### config.mk
export PLATFORM = sky130hd
export DESIGN_NAME = spi_master_param
export DESIGN_NICKNAME = d
export VERILOG_FILES = /design/src/rtl/spi_master_param.sv
export SDC_FILE = /design/constraint.sdc
export NUM_CORES = 1
export LEC_CHECK = 0
export ABC_AREA = 0
export BUFFER_PORTS_ARGS = -buffer_cell sky130_fd_sc_hd__buf_4
export CAP_MARGIN = 20
export CORE_ASPECT_RATIO = 0.5
export CORE_MARGIN = 10
export CORE_UTILIZATION = 40
export DETAILED_ROUTE_END_ITERATION = 8
export PLACE_DENSITY = 0.68
export RECOVER_POWER = 50
export SLEW_MARGIN = 5
export SYNTH_ARGS = -nofsm -noshare
export SYNTH_HDL_FRONTEND = slang
export SYNTH_SLANG_ARGS = --single-unit
### constraint.sdc
create_clock -name clk -period 7 [get_ports clk]
set_input_delay 0.7 -clock clk [delete_from_list [all_inputs] [get_ports clk]]
set_output_delay 0.7 -clock clk [all_outputs]
set_load 0.01 [all_outputs]
### src/rtl/spi_master_param.sv
// Parametrised SPI master: configurable word width, slave selects, SCK divider,
// CPOL/CPHA, bit order and multi-word bursts with chip-select held between words.
module spi_master_param #(
  parameter int DATA_W = 8,
  parameter int NUM_SS = 4,
  parameter int DIV_W  = 8,
  parameter int SS_GAP = 2,
  localparam int SW = (NUM_SS > 1) ? $clog2(NUM_SS) : 1
) (
  input  logic              clk,
  input  logic              rst,
  input  logic              cfg_cpol,
  input  logic              cfg_cpha,
  input  logic              cfg_lsb_first,
  input  logic [DIV_W-1:0]  cfg_div,
  input  logic              tx_valid,
  output logic              tx_ready,
  input  logic [DATA_W-1:0] tx_data,
  input  logic [SW-1:0]     tx_ss_sel,
  input  logic              tx_last,
  output logic              rx_valid,
  output logic [DATA_W-1:0] rx_data,
  output logic              busy,
  output logic              done,
  output logic              sck,
  output logic              mosi,
  input  logic              miso,
  output logic [NUM_SS-1:0] ss_n,
  output logic              spi_lead,
  output logic              spi_trail
);

  localparam int TW = $clog2(2*DATA_W + 1);
  localparam int BW = $clog2(DATA_W);
  localparam int GW = $clog2(SS_GAP + 1);
  localparam logic [TW-1:0] TOG_END = TW'(2*DATA_W);

  typedef enum logic [2:0] {IDLE, SETUP, XFER, HOLD, GAP} state_t;

  state_t              state_q;
  logic [DIV_W-1:0]    cnt_q, div_q;
  logic [TW-1:0]       tog_q;
  logic [GW-1:0]       gap_q;
  logic [DATA_W-1:0]   tx_q, rx_sh_q, rx_data_q;
  logic                last_q, cpha_q, lsb_q;
  logic                sck_q, mosi_q, rdy_q;
  logic                rx_valid_q, done_q, lead_q, trail_q;
  logic [NUM_SS-1:0]   ss_n_q;

  logic [TW-1:0]       tog_n;
  logic [BW-1:0]       pos_n;
  logic                hp_end, smp_n;
  logic [DATA_W-1:0]   rx_nxt;
  logic [DIV_W-1:0]    div_in;

  function automatic logic bit_at(input logic [DATA_W-1:0] w, input logic [BW-1:0] pos,
                                  input logic lsb);
    logic [BW-1:0] idx;
    idx = lsb ? pos : (BW'(DATA_W-1) - pos);
    return w[idx];
  endfunction

  // Out-of-range selects leave every line high; the bus is still clocked.
  function automatic logic [NUM_SS-1:0] ss_dec(input logic [SW-1:0] sel);
    logic [NUM_SS-1:0] s;
    s = '1;
    for (int i = 0; i < NUM_SS; i++)
      if (int'(sel) == i) s[i] = 1'b0;
    return s;
  endfunction

  assign tog_n  = tog_q + TW'(1);
  assign pos_n  = BW'(tog_n >> 1);
  assign hp_end = (cnt_q == div_q - DIV_W'(1));
  // Odd toggles are leading; the sampling edge is leading for cpha=0, trailing for cpha=1.
  assign smp_n  = tog_n[0] ^ cpha_q;
  assign rx_nxt = lsb_q ? {miso, rx_sh_q[DATA_W-1:1]} : {rx_sh_q[DATA_W-2:0], miso};
  assign div_in = (cfg_div == '0) ? DIV_W'(1) : cfg_div;

  always_ff @(posedge clk or negedge rst) begin
    if (!rst) begin
      state_q    <= IDLE;
      cnt_q      <= '0;
      div_q      <= DIV_W'(1);
      tog_q      <= '0;
      gap_q      <= '0;
      tx_q       <= '0;
      rx_sh_q    <= '0;
      rx_data_q  <= '0;
      last_q     <= 1'b0;
      cpha_q     <= 1'b0;
      lsb_q      <= 1'b0;
      sck_q      <= 1'b0;
      mosi_q     <= 1'b0;
      rdy_q      <= 1'b0;
      rx_valid_q <= 1'b0;
      done_q     <= 1'b0;
      lead_q     <= 1'b0;
      trail_q    <= 1'b0;
      ss_n_q     <= '1;
    end else begin
      rx_valid_q <= 1'b0;
      done_q     <= 1'b0;
      lead_q     <= 1'b0;
      trail_q    <= 1'b0;
      case (state_q)
        IDLE: begin
          sck_q  <= cfg_cpol;
          mosi_q <= 1'b0;
          rdy_q  <= 1'b1;
          if (tx_valid && rdy_q) begin
            tx_q    <= tx_data;
            last_q  <= tx_last;
            cpha_q  <= cfg_cpha;
            lsb_q   <= cfg_lsb_first;
            div_q   <= div_in;
            ss_n_q  <= ss_dec(tx_ss_sel);
            if (!cfg_cpha) mosi_q <= bit_at(tx_data, '0, cfg_lsb_first);
            cnt_q   <= '0;
            tog_q   <= '0;
            rdy_q   <= 1'b0;
            state_q <= SETUP;
          end
        end
        SETUP, XFER: begin
          if (state_q == XFER && tog_q == TOG_END) begin
            rx_valid_q <= 1'b1;
            rx_data_q  <= rx_sh_q;
            cnt_q      <= '0;
            gap_q      <= '0;
            if (last_q) begin
              ss_n_q  <= '1;
              done_q  <= 1'b1;
              state_q <= GAP;
            end else begin
              rdy_q   <= 1'b1;
              state_q <= HOLD;
            end
          end else if (hp_end) begin
            cnt_q   <= '0;
            sck_q   <= ~sck_q;
            tog_q   <= tog_n;
            lead_q  <= tog_n[0];
            trail_q <= ~tog_n[0];
            state_q <= XFER;
            if (smp_n)                rx_sh_q <= rx_nxt;
            else if (tog_n != TOG_END) mosi_q <= bit_at(tx_q, pos_n, lsb_q);
          end else begin
            cnt_q <= cnt_q + DIV_W'(1);
          end
        end
        HOLD: begin
          // Burst continuation: ss_n and the frozen configuration carry over.
          if (tx_valid && rdy_q) begin
            tx_q    <= tx_data;
            last_q  <= tx_last;
            if (!cpha_q) mosi_q <= bit_at(tx_data, '0, lsb_q);
            cnt_q   <= '0;
            tog_q   <= '0;
            rdy_q   <= 1'b0;
            state_q <= SETUP;
          end
        end
        GAP: begin
          if (hp_end) begin
            cnt_q <= '0;
            if (gap_q == GW'(SS_GAP-1)) begin
              state_q <= IDLE;
              rdy_q   <= 1'b1;
              mosi_q  <= 1'b0;
            end else begin
              gap_q <= gap_q + GW'(1);
            end
          end else begin
            cnt_q <= cnt_q + DIV_W'(1);
          end
        end
        default: state_q <= IDLE;
      endcase
    end
  end

  assign tx_ready  = rdy_q;
  assign rx_valid  = rx_valid_q;
  assign rx_data   = rx_data_q;
  assign busy      = (state_q != IDLE);
  assign done      = done_q;
  assign sck       = sck_q;
  assign mosi      = mosi_q;
  assign ss_n      = ss_n_q;
  assign spi_lead  = lead_q;
  assign spi_trail = trail_q;

endmodule
# == After elaboration in Yosys (flattened, before gate mapping) ==
# Cells that the tools add are included.
# totals
regBits,64
output_inout_bits,20
# op_classes
add_sub_neg,5
order_cmp,3
n_eq_ne,26
mux,70
bitwise,4
n_reduce_logical,25
# ops
op,n
$mux W8,5
$mux W1,36
$mux W3,9
$ne A2 B2 Y1 const B,13
$pmux W8 S3,1
$reduce_and A4 Y1,5
$mux W5,3
$lt A3 B4 Y1 const B,3
$mux W4,3
$pmux W5 S2,1
$bmux W1 S3,3
$pmux W3 S3,1
$reduce_and A9 Y1,1
$add A8 B1 Y8 const B,1
$eq A8 B8 Y1,1
$logic_not A8 Y1,1
$pmux W1 S4,2
$pmux W4 S2,1
$reduce_and A2 Y1,4
$sub A8 B1 Y8 const B,1
$eq A3 B2 Y1 const B,2
$mux W2,3
$reduce_and A6 Y1,1
$reduce_bool A2 Y1,3
other kinds (22),29

# == Logic depth before layout (Yosys ltp) ==
# Gate-level depths: netlist of the first run.
# logic_depth
depth_word,10
depth_mapped,10

# == Worst setup path before layout of the first run ==
# No wires, ideal clock.
# synth_timing
kind,register -> register
startpoint,register div_q[2]
endpoint,register rx_sh_q[0]
setup_ns,0.125
arrival_time_ns,2.222
required_ns,6.875
setup_slack_ns,4.653
stages_incl_launch_ff,8
synth_period_minus_slack_ns,2.347
path_cell_list,dfrtp_1 -> or4_4 -> a2111oi_4 -> nor3_2 -> nor4_2 -> and3_1 -> buf_6 -> mux2_4
# synth_via
elab_chain_cells,3
# synth_lines
item,line_no,rtl
"start, declared",41,"logic [DIV_W-1:0] cnt_q, div_q;"
"start signal, assigned",116,div_q <= div_in;
$sub A8 B1 Y8,74,assign hp_end = (cnt_q == div_q - DIV_W'(1));
$eq A8 B8 Y1,74,
$reduce_and A4 Y1 (no line),--,
"end signal, assigned",146,if (smp_n) rx_sh_q <= rx_nxt;
"end, declared",44,"logic [DATA_W-1:0] tx_q, rx_sh_q, rx_data_q;"
# Every way passes these cells.
# A chain may end at the register's enable or synchronous reset.

==> impl_metrics.env, run 1 <==
export IMPL_first_global_vias=2844
export IMPL_final_common_cell="nand2_1"
export IMPL_path_delay_family="buffers and inverters"
export IMPL_num_io_pins=46
export IMPL_async_flop_share=1.00
export IMPL_dr_wl_met2_mm=3.85
export IMPL_cts_tree="yes"
export IMPL_top_layer="met4"
export IMPL_syn_to_final_growth_pct=19.5
export IMPL_rr_endpoint="rx_sh_q[4]$_DFFE_PN0P_"
export IMPL_coreArea_mm2=0.00877
export IMPL_vias_per_cell=5.28
export IMPL_cp_arrival_ns=3.12
export IMPL_diodes=0
export IMPL_cts_hold_buf=0
export IMPL_final_util=0.493
export IMPL_endpoint="div_q[7]$_DFFE_PN0P_"
export IMPL_violations="capacitance limit, slew limit"
export IMPL_rows=24
export IMPL_synth_edf_count=0
export IMPL_syn_area_mm2=0.00362
export IMPL_regArea_mm2=0.00161
export IMPL_grt_overflow_total=0
export IMPL_cts_sinks=64
export IMPL_wl_per_cell_um=15.9
export IMPL_grt_pass1_wl_mm=14.4
export IMPL_finalSetupViolCount=0
export IMPL_end_kind="asynchronous set/reset pin"
export IMPL_start_kind="primary input"
export IMPL_ant_nets=0
export IMPL_fin_skew_ns=0.00712
export IMPL_tns_ns=0
export IMPL_synth_area_per_cell_um2=9.99
export IMPL_antenna_found_initial=0
export IMPL_clockRootBuffer="clkbuf_16"
export IMPL_portBuffers=45
export IMPL_grt_max_degree=65
export IMPL_met3_length_um=393
export IMPL_wl_mm=8.36
export IMPL_die_h_um=87.2
export IMPL_drive_above_1_share=0.243
export IMPL_initial_core_util=0.413
export IMPL_fin_nets=435
export IMPL_fmax_ghz=0.290
export IMPL_ys_seq_elements=64
export IMPL_mostFrequentLayoutCells="69 x nand2_1, 59 x dfrtp_1, 35 x buf_4, 23 x nor2_1, 18 x mux2_2"
export IMPL_critical_path_class="primary input to asynchronous set/reset pin"
export IMPL_cts_repair_resized=0
export IMPL_status="finished with violations"
export IMPL_post_route_period_util=0.493
export IMPL_drtPass1Iterations=5
export IMPL_grt_total_usage=0.131
export IMPL_timing_hold_violations_final=0
export IMPL_place_congestion=0.906
export IMPL_path_cells="clkbuf_1"
export IMPL_post_cts_buffers=0
export IMPL_synth_cell_types=61
export IMPL_crit_slowest_cell="clkbuf_1"
export IMPL_clk_pin_slew_worst_paths_ns=0.06
export IMPL_rr_startpoint="div_q[1]$_DFFE_PN0P_"
export IMPL_syn_inst=362
export IMPL_die_area_mm2=0.0135
export IMPL_cap_violations=1
export IMPL_crit_cells=1
export IMPL_ys_seq_area_frac=0.444
export IMPL_multi_input_area_mm2=0.00190
export IMPL_crit_start="rst"
export IMPL_hold_path_class="register to register"
export IMPL_met1Wirelength_mm=3.96
export IMPL_die_width_um=154
export IMPL_hpwl_mm=5.99
export IMPL_ys_warn_count=0
export IMPL_cts_max_level=3
export IMPL_drt_iter0_drc=158
export IMPL_cp_required_ns=6.66
export IMPL_worstSkewPairLatency_ns=0.34
export IMPL_final_max_slew_violation_count=65
export IMPL_critPathMaxStageDelay_ns=2.38
export IMPL_finalCriticalPeriod_ns=3.45
export IMPL_reg2reg_slack_ns=4.05
export IMPL_cts_buffers=9
export IMPL_crit_fanout=64
export IMPL_drc_errors=0
export IMPL_synthFlopType="dfrtp_1"
export IMPL_rsz0062_at_grt="no"
export IMPL_power_density_mw_per_mm2=413
export IMPL_p_leak_nw=1.98
export IMPL_max_slew_margin=-1.29
export IMPL_critPathBufInv=1
export IMPL_vias=2771
export IMPL_peakVddDrop_v=0.000179
export IMPL_r2r_cells=9
export IMPL_syn_num_nets=394
export IMPL_fillers=840
export IMPL_clk_path_buf_depth=2
export IMPL_tightest_slew_ns=3.43
## final cells by class
class	instances	share of cell area
Clock buffer	9	0.0521
Clock inverter	7	0.0237
Inverter	11	0.00955
Multi-Input combinational cell	271	0.439
Sequential cell	64	0.372
Tap cell	117	0.0339
Timing Repair Buffer	46	0.0703
## cells by family (layout without fill, tap and decap cells)
kind of cell | Yosys count | count (layout) | share of synthesized area
and+or+nand+nor | 150 | 150 | 0.202
xor gates and xnor gates | 21 | 21 | 0.0508
AOI/OAI and AO/OA | 55 | 55 | 0.111
buffers and inverters | 27 | 73 | 0.0311
adders and majority gates | 7 | 7 | 0.0235
muxes | 38 | 38 | 0.138
DFF | 64 | 64 | 0.444
## power by group
group | switching [mW] | total [mW] | internal [mW]
Sequential | 0.137 | 0.617 | 0.481
Clock | 0.177 | 0.492 | 0.315
Combinational | 0.349 | 0.675 | 0.326
Total | 0.663 | 1.79 | 1.12
## worst min-delay path by stage
stage / startpoint / to / slack, ns / cells after the start
finish: rx_data[7]$_DFFE_PN0P_ / rx_data[7]$_DFFE_PN0P_ / 0.47 / 2
global route: rx_data[4]$_DFFE_PN0P_ / rx_data[4]$_DFFE_PN0P_ / 0.50 / 2
CTS: rx_data[7]$_DFFE_PN0P_ / rx_data[7]$_DFFE_PN0P_ / 0.48 / 2
detailed placement: rx_data[7]$_DFFE_PN0P_ / rx_data[7]$_DFFE_PN0P_ / 0.46 / 2
global placement: ss_n[2]$_DFFE_PN1P_ / ss_n[2]$_DFFE_PN1P_ / 0.47 / 2
floorplan: rst / cnt_q[0]$_DFFE_PN0P_ / 0.40 / 0
## Yosys cell counts (8+ instances only)
library cell | number | area (um2)
nand2_1 | 69 | 259
dfrtp_1 | 59 | 1480
nor2_1 | 23 | 86.3
mux2_2 | 18 | 203
a21oi_1 | 14 | 70.1
clkbuf_1 | 14 | 52.6
xor2_1 | 14 | 123
o21ai_0 | 12 | 60.1
inv_1 | 11 | 41.3
nor3_1 | 11 | 55.1
mux2_4 | 9 | 135
and2_1 | 8 | 50.1
nand3_1 | 8 | 40.0
## registers in the layout (all words and copies together) (netlist names)
name / flops
rx_valid: 1
spi_lead: 1
mosi: 1
div_q: 8
done: 1
lsb_q: 1
rx_sh_q: 8
cpha_q: 1
cnt_q: 8
ss_n: 4
spi_trail: 1
rx_data: 8
state_q: 3
tx_q: 8
tx_ready: 1
sck: 1
last_q: 1
gap_q: 2
tog_q: 5
## per-layer routing
layer	vias to the layer above	track usage
met5	-	0
met4	0	0.0529
met3	13	0.0365
met2	61	0.204
met1	1337	0.169
li1	1360	-
## stage by stage
stage	worst slack (ns)	hold slack [ns]	power, mW	instances	cell area, um2
2_1_floorplan	4.65	0.404	1.11	362	3620
3_3_place_gp	4.14	0.466	1.28	509	4040
3_5_place_dp	4.09	0.463	1.30	509	4040
4_1_cts	4.09	0.479	1.80	525	4370
5_1_grt	2.75	0.497	1.91	525	4320
6_report	3.55	0.473	1.79	525	4320
Note: power is estimated with default switching activity, not from simulation.
==> inputs of run 2 (changes only) <==
==> constraint.sdc (replaced) <==
create_clock -name clk -period 3.6 [get_ports clk]
set_input_delay 0.36 -clock clk [delete_from_list [all_inputs] [get_ports clk]]
set_output_delay 0.36 -clock clk [all_outputs]
set_load 0.01 [all_outputs]
==> run 2 against run 1 <==
Net effect: the run still ends with capacitance limit, slew limit left; sequential cell count is the same; sequential power grew 94%; via count shrank 0.25%; setup slack lost 2.8 ns; routed wire length is essentially flat; first-iteration DRC count grew 30%; clock-buffer cell count is the same; die area is the same; clock power grew 78%; non-clock buffer count grew 5; sequential share of layout area shrank 0.12 points; cell count grew 0.95%; critical path type is now register to register; largest cell class unchanged.
==> impl_metrics.env, run 2 (synthesis results as in run 1) <==
export IMPL_hold_path_class="primary input to register"
export IMPL_wl_mm=8.37
export IMPL_critical_path_class="register to register"
export IMPL_antenna_found_initial=0
export IMPL_tns_ns=0
export IMPL_clk_pin_slew_worst_paths_ns=0.06
export IMPL_rows=24
export IMPL_syn_to_final_growth_pct=19.9
export IMPL_crit_top_cell="and3_1"
export IMPL_initial_core_util=0.413
export IMPL_timing_hold_violations_final=0
export IMPL_diodes=0
export IMPL_cts_buffers=9
export IMPL_die_area_mm2=0.0135
export IMPL_cap_violations=1
export IMPL_post_cts_buffers=0
export IMPL_ant_nets=0
export IMPL_drc_errors=0
export IMPL_status="finished with violations"
export IMPL_violations="capacitance limit, slew limit"
export IMPL_end_kind="register"
export IMPL_portBuffers=45
export IMPL_num_io_pins=46
export IMPL_grt_max_degree=65
export IMPL_cts_hold_buf=0
export IMPL_mostFrequentLayoutCells="69 x nand2_1, 59 x dfrtp_1, 40 x buf_4, 23 x nor2_1, 18 x mux2_2"
export IMPL_critPathMaxStageDelay_ns=0.52
export IMPL_cts_repair_resized=0
export IMPL_cts_sinks=64
export IMPL_power_density_mw_per_mm2=783
export IMPL_die_h_um=87.2
export IMPL_p_leak_nw=1.99
export IMPL_drive_above_1_share=0.254
export IMPL_first_global_vias=2820
export IMPL_cts_tree="yes"
export IMPL_rsz0062_at_grt="no"
export IMPL_coreArea_mm2=0.00877
export IMPL_clockRootBuffer="clkbuf_16"
export IMPL_fin_nets=440
export IMPL_grt_pass1_wl_mm=14.2
export IMPL_vias=2764
export IMPL_layout_setup_ws_ns=0.730
export IMPL_cts_max_level=3
export IMPL_start_kind="register"
export IMPL_grt_overflow_total=0
export IMPL_fillers=848
export IMPL_tightest_slew_ns=1.61
export IMPL_max_slew_margin=-0.0729
export IMPL_peakVddDrop_v=0.000304
export IMPL_drt_iter0_drc=205
export IMPL_wl_per_cell_um=15.8
export IMPL_hpwl_mm=6.00
export IMPL_grt_total_usage=0.131
export IMPL_worstSkewPairLatency_ns=0.34
export IMPL_vias_per_cell=5.22
export IMPL_finalCriticalPeriod_ns=2.87
export IMPL_crit_slowest_cell="and3_1"
export IMPL_fin_skew_ns=0.0116
export IMPL_crit_fanout=11
export IMPL_dp_cells=514
export IMPL_die_width_um=154
export IMPL_place_congestion=0.860
export IMPL_final_max_slew_violation_count=65
export IMPL_instances_no_fill=530
export IMPL_final_common_cell="nand2_1"
export IMPL_dp_slack_ns=0.737
export IMPL_path_cells="inv_1 -> ha_1 -> nor3b_1 -> and3_1 -> o2111ai_1 -> nor4_2 -> buf_4 -> and3_1 -> mux2_4"
export IMPL_cp_arrival_ns=3.08
export IMPL_cp_required_ns=3.81
export IMPL_fmax_ghz=0.348
export IMPL_finalSetupViolCount=0
export IMPL_clk_path_buf_depth=2
export IMPL_post_route_period_util=0.797
export IMPL_drtPass1Iterations=4
==> run 2: power by group <==
part | total [mW] | switching [mW] | internal [mW]
Sequential | 1.20 | 0.262 | 0.935
Combinational | 1.32 | 0.671 | 0.651
Clock | 0.877 | 0.337 | 0.540
Total | 3.40 | 1.27 | 2.13
==> run 2: cell type report <==
class / count / area (um2) / area share
clock buffer: 9 / 225 / 0.0519
clock inverter: 7 / 77.6 / 0.0179
inverter: 11 / 41.3 / 0.00952
multi-input combinational: 271 / 1900 / 0.437
sequential: 64 / 1610 / 0.371
tap: 117 / 146 / 0.0337
timing repair buffer: 51 / 343 / 0.0790
==> run 2: final timing paths <==
path	depth (start not counted)	end	slack, ns	start
worst max register to register	9	rx_sh_q[3]$_DFFE_PN0P_	0.73	div_q[1]$_DFFE_PN0P_
worst min register to register	2	rx_data[6]$_DFFE_PN0P_	0.47	rx_data[6]$_DFFE_PN0P_
worst min-delay path	3	cpha_q$_DFFE_PN0P_	0.22	cfg_cpha
min in group asynchronous	1	rx_sh_q[2]$_DFFE_PN0P_	0.44	rst
worst max-delay path	9	rx_sh_q[3]$_DFFE_PN0P_	0.73	div_q[1]$_DFFE_PN0P_
max in group asynchronous	1	cnt_q[6]$_DFFE_PN0P_	2.20	rst
==> run 2: stage by stage <==
stage	util	cell area, um2	hold WS [ns]	total power, mW
5_1_grt	0.495	4340	0.216	3.64
3_3_place_gp	0.465	4080	0.462	2.51
4_1_cts	0.499	4380	0.158	3.44
2_1_floorplan	-	3620	0.0644	2.16
3_5_place_dp	0.465	4080	0.463	2.54
6_report	0.495	4340	0.225	3.40
==> run 2: worst max-delay path, delay by kind of cell (launching register included) <==
| kind | cells | cell delay, ns |
|---|---|---|
| adder cells (fa/ha/maj) | 1 | 0.18 |
| AND/OR/NAND/NOR | 4 | 1.34 |
| multiplexers | 1 | 0.34 |
| flip-flops | 1 | 0.39 |
| AO/OA/AOI/OAI | 1 | 0.22 |
| buffers and inverters | 2 | 0.27 |
==> run 2: metal layers <==
metal | global-route usage | share of wire | vias up | wire [um]
met5 | 0 | 0 | - | 0
met4 | 0.0503 | 0.017 | 0 | 146
met3 | 0.0394 | 0.036 | 10 | 303
met2 | 0.209 | 0.48 | 54 | 4010
met1 | 0.164 | 0.47 | 1338 | 3910
li1 | - | - | 1362 | -
